<file path="src/rtl/multi_spi_master_if.sv">
// Bus bundle for multi_spi_master: transfer request and configuration,
// shared SPI pins, per-channel chip selects/update lines and the receive result.
interface multi_spi_master_if #(
   parameter int MAXWIDTH = 128,
   parameter int NCHAN    = 4,
   parameter int DIVW     = 8
) ();
   localparam int CHW = $clog2(NCHAN);

   logic                iTrig;
   logic [CHW-1:0]      iChan;
   logic [7:0]          iDataWidth;
   logic [DIVW-1:0]     iDiv;
   logic                iCpol;
   logic                iCpha;
   logic                iAutoUpdate;
   logic                iUpdate;
   logic [MAXWIDTH-1:0] iData;
   logic                iMiso;
   logic                oSclk;
   logic                oMosi;
   logic [NCHAN-1:0]    oCsN;
   logic [NCHAN-1:0]    oUpdate;
   logic [MAXWIDTH-1:0] oRxData;
   logic                oRxValid;
   logic                oReady;

   modport master (
      input  iTrig, iChan, iDataWidth, iDiv, iCpol, iCpha, iAutoUpdate, iUpdate, iData, iMiso,
      output oSclk, oMosi, oCsN, oUpdate, oRxData, oRxValid, oReady
   );

   modport slave (
      output iTrig, iChan, iDataWidth, iDiv, iCpol, iCpha, iAutoUpdate, iUpdate, iData, iMiso,
      input  oSclk, oMosi, oCsN, oUpdate, oRxData, oRxValid, oReady
   );
endinterface

</file>
<file path="src/rtl/multi_spi_master.sv">
// Multi-channel SPI master: runtime SCLK divider, per-transfer CPOL/CPHA, MISO capture
// and per-channel IO-update pulse (auto, optionally delayed, or manual pass-through).
module multi_spi_master #(
   parameter int MAXWIDTH    = 128,
   parameter int NCHAN       = 4,
   parameter int DIVW        = 8,
   parameter int UPDATEDELAY = 0
) (
   input logic                 iClk,
   input logic                 iRstN,
   multi_spi_master_if.master  bus
);
   localparam int CHW = $clog2(NCHAN);
   localparam int EW  = $clog2(2 * MAXWIDTH + 1);

   typedef enum logic [2:0] {IDLE, LEAD, SHIFT, TRAIL, WAIT} stateT;

   stateT               stateReg, stateNext;
   logic [DIVW-1:0]     cntReg, cntNext, divReg, divNext;
   logic                cpolReg, cpolNext, cphaReg, cphaNext, autoReg, autoNext;
   logic [CHW-1:0]      chanReg, chanNext;
   logic [EW-1:0]       edgeTotalReg, edgeTotalNext, edgeCntReg, edgeCntNext;
   logic [MAXWIDTH-1:0] txReg, txNext, rxReg, rxNext, rxDataReg, rxDataNext;
   logic                sclkReg, sclkNext, mosiReg, mosiNext;
   logic                rxValidReg, rxValidNext, pulseReg, pulseNext;
   logic [NCHAN-1:0]    csNReg, csNNext;
   logic [3:0]          waitReg, waitNext;

   logic                tick, accept, leading, lastEdge, doSample, doDrive;
   logic                readyInt, manualUpd;
   logic [EW-1:0]       edgeInc, edgeTotalIn;

   assign tick     = (cntReg == '0);
   assign accept   = bus.iTrig && (bus.iDataWidth != 8'd0) && (int'(bus.iChan) < NCHAN);
   assign edgeInc  = edgeCntReg + EW'(1);
   // SCLK edges are numbered from 1: odd (edge counter even before the toggle) is leading.
   assign leading  = ~edgeCntReg[0];
   assign lastEdge = (edgeInc == edgeTotalReg);
   assign doSample = leading ^ cphaReg;
   assign doDrive  = cphaReg ? leading : (~leading & ~lastEdge);
   assign edgeTotalIn = (int'(bus.iDataWidth) > MAXWIDTH) ? EW'(2 * MAXWIDTH)
                                                          : EW'(2 * int'(bus.iDataWidth));

   always_comb begin
      stateNext     = stateReg;
      cntNext       = cntReg;
      divNext       = divReg;
      cpolNext      = cpolReg;
      cphaNext      = cphaReg;
      autoNext      = autoReg;
      chanNext      = chanReg;
      edgeTotalNext = edgeTotalReg;
      edgeCntNext   = edgeCntReg;
      txNext        = txReg;
      rxNext        = rxReg;
      rxDataNext    = rxDataReg;
      sclkNext      = sclkReg;
      mosiNext      = mosiReg;
      csNNext       = csNReg;
      waitNext      = waitReg;
      rxValidNext   = 1'b0;
      pulseNext     = 1'b0;

      if (stateReg == LEAD || stateReg == SHIFT || stateReg == TRAIL)
         cntNext = tick ? divReg : cntReg - DIVW'(1);

      case (stateReg)
         IDLE: begin
            if (accept) begin
               stateNext     = LEAD;
               cntNext       = bus.iDiv;
               divNext       = bus.iDiv;
               cpolNext      = bus.iCpol;
               cphaNext      = bus.iCpha;
               autoNext      = bus.iAutoUpdate;
               chanNext      = bus.iChan;
               edgeTotalNext = edgeTotalIn;
               edgeCntNext   = '0;
               // CPHA=0 presents the MSB before the first edge; CPHA=1 drives it on the leading edge.
               txNext        = bus.iCpha ? bus.iData : (bus.iData << 1);
               mosiNext      = bus.iCpha ? 1'b0 : bus.iData[MAXWIDTH-1];
               rxNext        = '0;
               sclkNext      = bus.iCpol;
               csNNext       = ~(NCHAN'(1) << bus.iChan);
            end
         end
         LEAD: begin
            if (tick)
               stateNext = SHIFT;
         end
         SHIFT: begin
            if (tick) begin
               sclkNext    = ~sclkReg;
               edgeCntNext = edgeInc;
               if (doSample)
                  rxNext = {rxReg[MAXWIDTH-2:0], bus.iMiso};
               if (doDrive) begin
                  mosiNext = txReg[MAXWIDTH-1];
                  txNext   = txReg << 1;
               end
               if (lastEdge)
                  stateNext = TRAIL;
            end
         end
         TRAIL: begin
            if (tick) begin
               csNNext     = '1;
               mosiNext    = 1'b0;
               rxValidNext = 1'b1;
               rxDataNext  = rxReg;
               if (UPDATEDELAY == 0) begin
                  stateNext = IDLE;
                  pulseNext = autoReg;
               end else begin
                  stateNext = WAIT;
                  waitNext  = 4'(UPDATEDELAY - 1);
               end
            end
         end
         WAIT: begin
            if (waitReg == '0) begin
               stateNext = IDLE;
               pulseNext = autoReg;
            end else begin
               waitNext = waitReg - 4'd1;
            end
         end
         default: stateNext = IDLE;
      endcase
   end

   always_ff @(posedge iClk or negedge iRstN) begin
      if (!iRstN) begin
         stateReg     <= IDLE;
         cntReg       <= '0;
         divReg       <= '0;
         cpolReg      <= 1'b0;
         cphaReg      <= 1'b0;
         autoReg      <= 1'b1;
         chanReg      <= '0;
         edgeTotalReg <= '0;
         edgeCntReg   <= '0;
         txReg        <= '0;
         rxReg        <= '0;
         rxDataReg    <= '0;
         sclkReg      <= 1'b0;
         mosiReg      <= 1'b0;
         csNReg       <= '1;
         waitReg      <= '0;
         rxValidReg   <= 1'b0;
         pulseReg     <= 1'b0;
      end else begin
         stateReg     <= stateNext;
         cntReg       <= cntNext;
         divReg       <= divNext;
         cpolReg      <= cpolNext;
         cphaReg      <= cphaNext;
         autoReg      <= autoNext;
         chanReg      <= chanNext;
         edgeTotalReg <= edgeTotalNext;
         edgeCntReg   <= edgeCntNext;
         txReg        <= txNext;
         rxReg        <= rxNext;
         rxDataReg    <= rxDataNext;
         sclkReg      <= sclkNext;
         mosiReg      <= mosiNext;
         csNReg       <= csNNext;
         waitReg      <= waitNext;
         rxValidReg   <= rxValidNext;
         pulseReg     <= pulseNext;
      end
   end

   assign readyInt  = (stateReg == IDLE);
   // Manual update is a live pass-through gated by idle; it is forced low while reset is held.
   assign manualUpd = ~bus.iAutoUpdate & bus.iUpdate & readyInt & iRstN;

   assign bus.oSclk    = sclkReg;
   assign bus.oMosi    = mosiReg;
   assign bus.oCsN     = csNReg;
   assign bus.oRxData  = rxDataReg;
   assign bus.oRxValid = rxValidReg;
   assign bus.oReady   = readyInt;

   generate
      for (genvar gi = 0; gi < NCHAN; gi++) begin : gUpdate
         assign bus.oUpdate[gi] = (chanReg == CHW'(gi)) && (pulseReg || manualUpd);
      end
   endgenerate
endmodule

</file>
<file path="src/flat_wrapper.sv">
// flat-port wrapper written by rule: the top's interface ports become plain ports
module multi_spi_master_flat 
#(
   parameter int MAXWIDTH    = 128,
   parameter int NCHAN       = 4,
   parameter int DIVW        = 8,
   parameter int UPDATEDELAY = 0
)
  (iClk, iRstN, bus_iTrig, bus_iChan, bus_iDataWidth, bus_iDiv, bus_iCpol, bus_iCpha, bus_iAutoUpdate, bus_iUpdate, bus_iData, bus_iMiso, bus_oSclk, bus_oMosi, bus_oCsN, bus_oUpdate, bus_oRxData, bus_oRxValid, bus_oReady);
  multi_spi_master_if #(.MAXWIDTH(MAXWIDTH), .NCHAN(NCHAN), .DIVW(DIVW)) bus_i ();
  input logic iClk;
  input logic iRstN;
  input wire logic [$bits(bus_i.iTrig)-1:0] bus_iTrig;
  input wire logic [$bits(bus_i.iChan)-1:0] bus_iChan;
  input wire logic [$bits(bus_i.iDataWidth)-1:0] bus_iDataWidth;
  input wire logic [$bits(bus_i.iDiv)-1:0] bus_iDiv;
  input wire logic [$bits(bus_i.iCpol)-1:0] bus_iCpol;
  input wire logic [$bits(bus_i.iCpha)-1:0] bus_iCpha;
  input wire logic [$bits(bus_i.iAutoUpdate)-1:0] bus_iAutoUpdate;
  input wire logic [$bits(bus_i.iUpdate)-1:0] bus_iUpdate;
  input wire logic [$bits(bus_i.iData)-1:0] bus_iData;
  input wire logic [$bits(bus_i.iMiso)-1:0] bus_iMiso;
  output wire logic [$bits(bus_i.oSclk)-1:0] bus_oSclk;
  output wire logic [$bits(bus_i.oMosi)-1:0] bus_oMosi;
  output wire logic [$bits(bus_i.oCsN)-1:0] bus_oCsN;
  output wire logic [$bits(bus_i.oUpdate)-1:0] bus_oUpdate;
  output wire logic [$bits(bus_i.oRxData)-1:0] bus_oRxData;
  output wire logic [$bits(bus_i.oRxValid)-1:0] bus_oRxValid;
  output wire logic [$bits(bus_i.oReady)-1:0] bus_oReady;
  assign bus_i.iTrig = bus_iTrig;
  assign bus_i.iChan = bus_iChan;
  assign bus_i.iDataWidth = bus_iDataWidth;
  assign bus_i.iDiv = bus_iDiv;
  assign bus_i.iCpol = bus_iCpol;
  assign bus_i.iCpha = bus_iCpha;
  assign bus_i.iAutoUpdate = bus_iAutoUpdate;
  assign bus_i.iUpdate = bus_iUpdate;
  assign bus_i.iData = bus_iData;
  assign bus_i.iMiso = bus_iMiso;
  assign bus_oSclk = bus_i.oSclk;
  assign bus_oMosi = bus_i.oMosi;
  assign bus_oCsN = bus_i.oCsN;
  assign bus_oUpdate = bus_i.oUpdate;
  assign bus_oRxData = bus_i.oRxData;
  assign bus_oRxValid = bus_i.oRxValid;
  assign bus_oReady = bus_i.oReady;
  multi_spi_master #(.MAXWIDTH(MAXWIDTH), .NCHAN(NCHAN), .DIVW(DIVW), .UPDATEDELAY(UPDATEDELAY)) u_core (.iClk(iClk), .iRstN(iRstN), .bus(bus_i));
endmodule
</file>
<file path="config.mk">
export PLATFORM = sky130hd
export DESIGN_NAME = multi_spi_master_flat
export DESIGN_NICKNAME = d
export VERILOG_FILES = /design/src/rtl/multi_spi_master_if.sv /design/src/rtl/multi_spi_master.sv /design/src/flat_wrapper.sv
export SDC_FILE = /design/constraint.sdc
export NUM_CORES = 1
export LEC_CHECK = 0
export ABC_AREA = 0
export CORE_ASPECT_RATIO = 0.7
export CORE_MARGIN = 10
export CORE_UTILIZATION = 49
export CTS_BUF_LIST = sky130_fd_sc_hd__clkbuf_16
export DETAILED_ROUTE_END_ITERATION = 6
export GPL_TIMING_DRIVEN = 1
export HOLD_SLACK_MARGIN = 0.1
export PLACE_DENSITY = 0.76
export SETUP_SLACK_MARGIN = 0.5
export SYNTH_ARGS = -nofsm -noshare
export SYNTH_HDL_FRONTEND = slang
export SYNTH_SLANG_ARGS = --single-unit
</file>
<file path="constraint.sdc">
create_clock -name iClk -period 3 [get_ports iClk]
set_clock_uncertainty 0.15 [all_clocks]
set_input_delay 0.75 -clock iClk [delete_from_list [all_inputs] [get_ports iClk]]
set_output_delay 0.75 -clock iClk [all_outputs]
set_load 0.1 [all_outputs]
</file>
==> results by group, run 1 <==
Critical path
  • CP top delay family: buffers and inverters
  • Arrival @ worst endpoint: 1.97 ns
  • Critical Path RT: between 2 and 2.5 ns
  • Startpoint types: register
  • Reg-to-Reg Start: u_core.edgeCntReg[3]$_DFFE_PN0P_
  • Crit-path cells: inv_2, ha_4, a41oi_4, buf_6, nor3b_4, buf_12
  • CP max stage cell: dfrtp_2
  • CP Capture Type: output pin
  • WS Path Type: register to output pin
  • CP bufs+invs: 3
  • Crit path max fanout: 4
  • Max incr delay on CP: 0.42 ns
  • Crit. Startpoint: u_core.stateReg[1]$_DFFE_PN0P_

Final layout
  • Area growth, synth to finish: 33.40%
  • Non-filler cells, final: between 2000 and 2500
  • Final net count: 2077
  • Share of cells above drive strength 1: 0.3279

Global routing
  • Antenna violations before repair: 3
  • Total gr overflow: 0
  • Largest net degree at the start of global routing: around 240
  • Total GRT Usage: 0.2030
  • Vias in the first global route: between 10000 and 15000
  • First-pass GRT wire length: 79030 um

Clocking
  • Max Root-Sink Buffers: 3
  • CTS tree: built
  • Hold-fix buffers, CTS: 0
  • Clock sink count: approximately 430
  • # H-tree levels: 2
  • Clock transition at path regs: ~0.07 ns
  • Clk Latency, worst-skew pair: about 0.56 ns
  • Total CTS buffers: 42
  • Clock Tree Root: clkbuf_16

Timing
  • FMAX: approximately 0.35 GHz
  • Fin. max-slew vios: 0
  • Relative slew slack: 0.2582
  • Final Cycle Share: 0.9577
  • Worst slew pin tran: 1.113 ns
  • TNS Setup: 0 ns
  • Final hold violation count: 0
  • Tmin final: about 2.9 ns
  • Final setup vio count: 0
  • RSZ-0062 raised after global routing: true

Die
  • Total core area: between 0.03 and 0.04 mm2
  • Die area: roughly 0.048 mm2
  • Die X-Extent: roughly 260 um
  • Chip height: 186.3 um
  • # IOs: 294
  • Initial cell density of the core: 0.4997
  • Rows: 60

Route
  • DRC: 0
  • Post-route ant nets: 0
  • Routed len/inst: between 20 and 25 um
  • Via count: about 14000
  • DRT Wirelength: about 52000 um
  • DR vias/cell: around 5.5
  • Initial DRC count: 941
  • Total iterations of the first detailed-routing run: 5

Synthesis
  • Synthesized instance count: 1570
  • Post-Syn Area: slightly below 0.02 mm2
  • Top cell type's share of synthesized area: 0.5507
  • Top post-synthesis cells by area: dfrtp_1 (55%), mux2_2 (13%), mux2i_1 (6.9%), a22o_1 (5.8%), o21ai_0 (4.2%)
  • Netlist cell types: 60
  • Area leader, netlist: dfrtp_1
  • Register area share after synthesis: 0.5575
  • Syn_nets: ~1700
  • Synth Area per Inst: ~12 um2
  • Synth cell count leaders: dfrtp_1 (426), mux2_2 (228), nand2_1 (184), o21ai_0 (162), mux2i_1 (133)
  • Ys flop type: dfrtp_1
  • Yosys reg bits: between 400 and 500
  • EDFF count, synth: 0
  • Count leader, synth: dfrtp_1
  • Async SR Flop Fraction: 1.000
  • Ys Warns: 0

Place
  • Port bufs: 293
  • # placed instances: 2328
  • Post-detail-place hpwl: between 30000 and 40000 um
  • GP Congestion: 0.8406

Power and ir drop
  • Switching portion of total power: 0.3211
  • Overall Power: ~22 mW
  • P_sw: around 7.1 mW
  • Combinational share of power: 0.407
  • Pint: between 15 and 20 mW
  • VDD IR-drop max: ~0.64 mV
  • Lkg Pwr: 12.29 nW
  • Pwr/cell area: roughly 860 mW/mm2
  • Clk network pwr share: 0.246
  • Register share of total power: 0.346

Run
  • Max-cap violation count: 0

Worst hold path
  • Min-Delay Path Class: primary input to async pin

Outcome
  • Status: completed
-- through the flow --
stage | instance area [um2] | setup WS, ns | hold slack [ns] | util
2_1_floorplan | 19620 | -0.003487 | 0.2904 | -
3_3_place_gp | 22880 | -0.1356 | 0.3085 | 0.5906
3_5_place_dp | 22880 | -0.1469 | 0.3178 | 0.5906
4_1_cts | 25130 | 0.1353 | 0.1189 | 0.6487
5_1_grt | 25820 | 0.06599 | 0.1226 | 0.6665
6_report | 25820 | 0.1270 | 0.1339 | 0.6666
-- cell type report --
cell class                 instances  area, um2
inverter                          16      60.06
clock inverter                    35      367.9
antenna                            2      5.005
sequential                       431      10800
clock buffer                      42       1051
tap                              527      659.4
timing repair buffer             418       4611
multi-input combinational       1007       8273
fill                            2848      12910
-- layer usage --
layer / vias up / GRT usage / part of all wire
li1: 6364 / - / -
met1: 6892 / 0.2784 / 0.45
met5: - / 0 / 0.00023
met4: 2 / 0.04974 / 0.023
met3: 83 / 0.04201 / 0.056
met2: 381 / 0.3271 / 0.47
-- cells by family after synthesis --
logic type,count (synthesis),synth area share
mux,390,0.2239
fa+ha+maj,7,0.004524
compound gates,344,0.1205
flops,431,0.5575
xor+xnor,10,0.004525
simple gates,256,0.05714
buf+inv,132,0.03187
-- power groups by stage --
stage | clock (mW) | sequential (mW) | combinational, mW
2_1_floorplan | 0 | 7.77 | 5.00
3_3_place_gp | 0 | 7.71 | 6.18
3_5_place_dp | 0 | 7.76 | 6.46
4_1_cts | 5.57 | 7.67 | 7.84
5_1_grt | 5.84 | 7.81 | 9.71
6_report | 5.47 | 7.70 | 9.05
-- registers in the layout, summed over array words and instances, names as in the netlist, 2 cells and up --
signal / count
u_core.bus.oRxData: 128
u_core.rxReg: 128
u_core.txReg: 128
u_core.edgeCntReg: 9
u_core.cntReg: 8
u_core.divReg: 8
u_core.edgeTotalReg: 8
u_core.bus.oCsN: 4
u_core.chanReg: 2
u_core.stateReg: 2
-- cells in the final DEF (no fill, tap or decap), types with 16 or more instances in the layout --
cell             instances
o21ai_0                156
clkdlybuf4s50_1        143
a22o_1                 128
dfrtp_1                423
buf_12                  37
mux2_4                  33
clkbuf_16               55
buf_4                  181
inv_1                   18
mux2_2                 224
nor2_1                  21
mux2i_1                133
a21oi_1                 16
nand2_1                181
-- path summary, 6_finish.rpt --
kind / endpoint / slack [ns] / cells after the start
setup reg to reg: u_core.txReg[48]$_DFFE_PN0P_ / 0.13 / 10
min in group iClk: u_core.divReg[3]$_DFFE_PN0P_ / 0.33 / 2
hold reg to reg: u_core.divReg[3]$_DFFE_PN0P_ / 0.33 / 2
setup / recovery: bus_oUpdate[2] / 0.13 / 6
max in group asynchronous: u_core.edgeCntReg[2]$_DFFE_PN0P_ / 1.20 / 3
hold / removal: u_core.txReg[15]$_DFFE_PN0P_ / 0.13 / 2
-- repair_timing --
action | in CTS | in global routing
resized for setup | 58 | 36
gates cloned | 13 | 19
buffers inserted | 24 | 15
setup endpoints to repair | 274 | 271
pin swaps | 22 | 37
(Power assumes the default switching activity.)
==> run 2, diff against run 1 <==
--- a/config.mk
+++ b/config.mk
@@ -8,12 +8,12 @@
 export ABC_AREA = 0
 export CORE_ASPECT_RATIO = 0.7
 export CORE_MARGIN = 10
-export CORE_UTILIZATION = 49
+export CORE_UTILIZATION = 50
 export CTS_BUF_LIST = sky130_fd_sc_hd__clkbuf_16
 export DETAILED_ROUTE_END_ITERATION = 6
 export GPL_TIMING_DRIVEN = 1
 export HOLD_SLACK_MARGIN = 0.1
-export PLACE_DENSITY = 0.76
+export PLACE_DENSITY = 0.75
 export SETUP_SLACK_MARGIN = 0.5
 export SYNTH_ARGS = -nofsm -noshare
 export SYNTH_HDL_FRONTEND = slang
==> constraint.sdc (replaced) <==
create_clock -name iClk -period 2.7 [get_ports iClk]
set_clock_uncertainty 0.15 [all_clocks]
set_input_delay 0.675 -clock iClk [delete_from_list [all_inputs] [get_ports iClk]]
set_output_delay 0.675 -clock iClk [all_outputs]
set_load 0.1 [all_outputs]
==> run 2 against run 1 <==
Compared with the run above: the flow now finishes with violations (negative setup slack); utilization is 3.3 points higher; combinational power rose by 10%; sequential share of layout area shrank 1.5 points; hold slack improved by 0.15 ns; critical path type is now register to register; largest cell class unchanged; largest power group unchanged.
==> results by group, run 2 (same netlist as run 1, synthesis figures left out) <==
Die
  • Initial cell density of the core: 0.5056 (was 0.4997)
  • Rows: 60 (unchanged)
  • Die X-Extent: 255.2 um (was 257.6 um)
  • Die area: 0.04711 mm2 (was 0.04798 mm2)
  • Total core area: 0.03829 mm2 (was 0.03874 mm2)
  • # IOs: 294 (unchanged)
  • Chip height: 184.6 um (was 186.3 um)

Place
  • Placed cell areas: 0.02301 mm2 (was 0.02288 mm2)
  • Post-detail-place hpwl: 32540 um (was 32940 um)
  • GP Congestion: 0.8432 (was 0.8406)
  • Port bufs: 293 (unchanged)
  • # placed instances: 2314 (was 2328)

Final layout
  • Area growth, synth to finish: 38.33% (was 33.40%)
  • Fill count: 2610 (was 2848)
  • Area occupied by multi-input gates: 0.008486 mm2 (was 0.008273 mm2)
  • Diodes inserted: 0 (was 2)
  • Commonest non-fill, non-tap cell in the layout: dfrtp_1 (unchanged)
  • Most frequent cells in the layout: dfrtp_1 (424), mux2_2 (220), buf_4 (198), nand2_1 (181), o21ai_0 (151) (was dfrtp_1 (423), mux2_2 (224), nand2_1 (181), buf_4 (181), o21ai_0 (156))
  • Cell area after layout: 0.02678 mm2 (was 0.02582 mm2)
  • Share of cells above drive strength 1: 0.3517 (was 0.3279)
  • Final net count: 2140 (was 2077)
  • Non-filler cells, final: 2506 (was 2478)
  • Sequential cell area: 0.01079 mm2 (was 0.01080 mm2)

Timing
  • Final hold violation count: 0 (unchanged)
  • Final setup vio count: 129 (was 0)
  • RSZ-0062 raised after global routing: true (unchanged)
  • Tmin final: 2.858 ns
  • Relative slew slack: 0.4306 (was 0.2582)
  • Worst slew pin tran: 0.8541 ns (was 1.113 ns)
  • Setup WS post-layout: -0.1582 ns (was 0.1270 ns)
  • FMAX: 0.3499 GHz
  • Final Cycle Share: 1.059
  • Fin. max-slew vios: 0 (unchanged)

Critical path
  • Crit path max fanout: 12 (was 4)
  • Max incr delay on CP: 0.41 ns (was 0.42 ns)
  • Crit-path cells: ha_4, buf_4, o21bai_1, o2bb2ai_1, a221oi_4, o221ai_4, o211a_4, buf_12, clkbuf_16, mux2_2 (was inv_2, ha_4, a41oi_4, buf_6, nor3b_4, buf_12)
  • CP Capture Type: register (was output pin)
  • Critical Path RT: 2.97 ns (was 2.10 ns)
  • Startpoint types: register (unchanged)
  • WS Path Type: register to register (was register to output pin)
  • Arrival @ worst endpoint: 3.13 ns (was 1.97 ns)
  • CP max stage cell: dfrtp_1 (was dfrtp_2)

Clocking
  • CTS tree: built (unchanged)
  • # H-tree levels: 2 (unchanged)
  • Clock sink count: 431 (unchanged)
  • Clk Latency, worst-skew pair: 0.56 ns (about the same)
  • Clock transition at path regs: 0.06 ns (was 0.07 ns)
  • Total CTS buffers: 41 (was 42)
  • Clock Tree Root: clkbuf_16 (unchanged)
  • Max Root-Sink Buffers: 3 (unchanged)

Route
  • DRT Wirelength: 56860 um (was 52100 um)
  • Via count: 14350 (was 13720)
  • Routed len/inst: 22.69 um (was 21.03 um)
  • DRC: 0 (unchanged)
  • DR vias/cell: 5.727 (was 5.538)
  • Total iterations of the first detailed-routing run: 5 (unchanged)
  • Post-route ant nets: 0 (unchanged)
  • Initial DRC count: 1034 (was 941)

Run
  • Max-cap violation count: 0 (unchanged)

Global routing
  • Vias in the first global route: 14510 (was 13920)
  • Antenna violations before repair: 1 (was 3)
  • Total gr overflow: 0 (unchanged)
  • Largest net degree at the start of global routing: 158 (was 242)
  • Total GRT Usage: 0.2224 (was 0.2030)
  • First-pass GRT wire length: 83420 um (was 79030 um)

Power and ir drop
  • VDD IR-drop max: 0.7468 mV (was 0.6411 mV)
  • Pwr/cell area: 904.4 mW/mm2 (was 860.7 mW/mm2)
  • Lkg Pwr: 12.78 nW (was 12.29 nW)

Outcome
  • Failing checks: negative setup slack
  • Status: finished, violations left (was completed)

Worst hold path
  • Min-Delay Path Class: primary input to register (was primary input to async pin)
## run 2: layout make-up
cell class              count  area share
multi-input cells        1013      0.3169
inverters                  16    0.002243
clock inverters            33     0.01037
repair buffers            476      0.2059
well taps                 496     0.02318
clock buffers              41     0.03832
flip-flops and latches    431      0.4031
## run 2: where the power goes
group | switching (mW) | internal (mW) | total (mW)
logic | 4.68 | 5.28 | 9.96
registers | 0.773 | 7.77 | 8.54
clock network | 2.55 | 3.17 | 5.72
total | 8.00 | 16.2 | 24.2
## run 2: routing by layer
layer / vias to the layer above / part of all wire / track usage
li1: 6521 / - / -
met4: 0 / 0.020 / 0.05294
met1: 7283 / 0.44 / 0.2999
met3: 86 / 0.064 / 0.04672
met5: - / 0 / 0
met2: 461 / 0.48 / 0.3612
## run 2: timing repair
item / CTS / global route
endpoints found under the hold margin: 16 / 0
setup buffers: 34 / 30
gates cloned: 28 / 25
endpoints found under the setup margin: 426 / 437
hold buffers: 1 / 0
gates resized for setup: 78 / 93
pin swaps: 29 / 38
## run 2: metrics by stage
step,setup TNS [ns],setup WS (ns),utilization,power [mW],hold slack [ns]
3_5_place_dp,-92.89,-0.3826,0.6011,15.76,0.3131
4_1_cts,-7.804,-0.1047,0.6691,23.26,0.3318
3_3_place_gp,-87.26,-0.3483,0.6011,15.41,0.3117
6_report,-14.29,-0.1582,0.6994,24.22,0.2795
2_1_floorplan,-12.43,-0.2285,-,14.23,0.2294
5_1_grt,-29.27,-0.2673,0.6994,25.47,0.2952
## run 2: critical path, delay by kind of cell (launching register included)
family	cells	cell delay (ns)
adder cells (fa/ha/maj)	1	0.19
flip-flops	1	0.41
multiplexers	1	0.28
buffers and inverters	3	0.50
AO/OA/AOI/OAI	5	1.18
## run 2: worst paths after layout
kind                                                  start                                 end  slack (ns)  cells after the start
max                        u_core.edgeCntReg[1]$_DFFE_PN0P_        u_core.txReg[37]$_DFFE_PN0P_       -0.16                     10
min                                       bus_iDataWidth[1]  u_core.edgeTotalReg[2]$_DFFE_PN0P_        0.28                      3
max reg2reg                u_core.edgeCntReg[1]$_DFFE_PN0P_        u_core.txReg[37]$_DFFE_PN0P_       -0.16                     10
min reg2reg                    u_core.divReg[7]$_DFFE_PN0P_        u_core.divReg[7]$_DFFE_PN0P_        0.33                      2
max in group asynchronous                             iRstN  u_core.bus.oRxData[43]$_DFFE_PN0P_        0.72                      4
min in group asynchronous                             iRstN        u_core.txReg[78]$_DFFE_PN0P_        0.57                      3
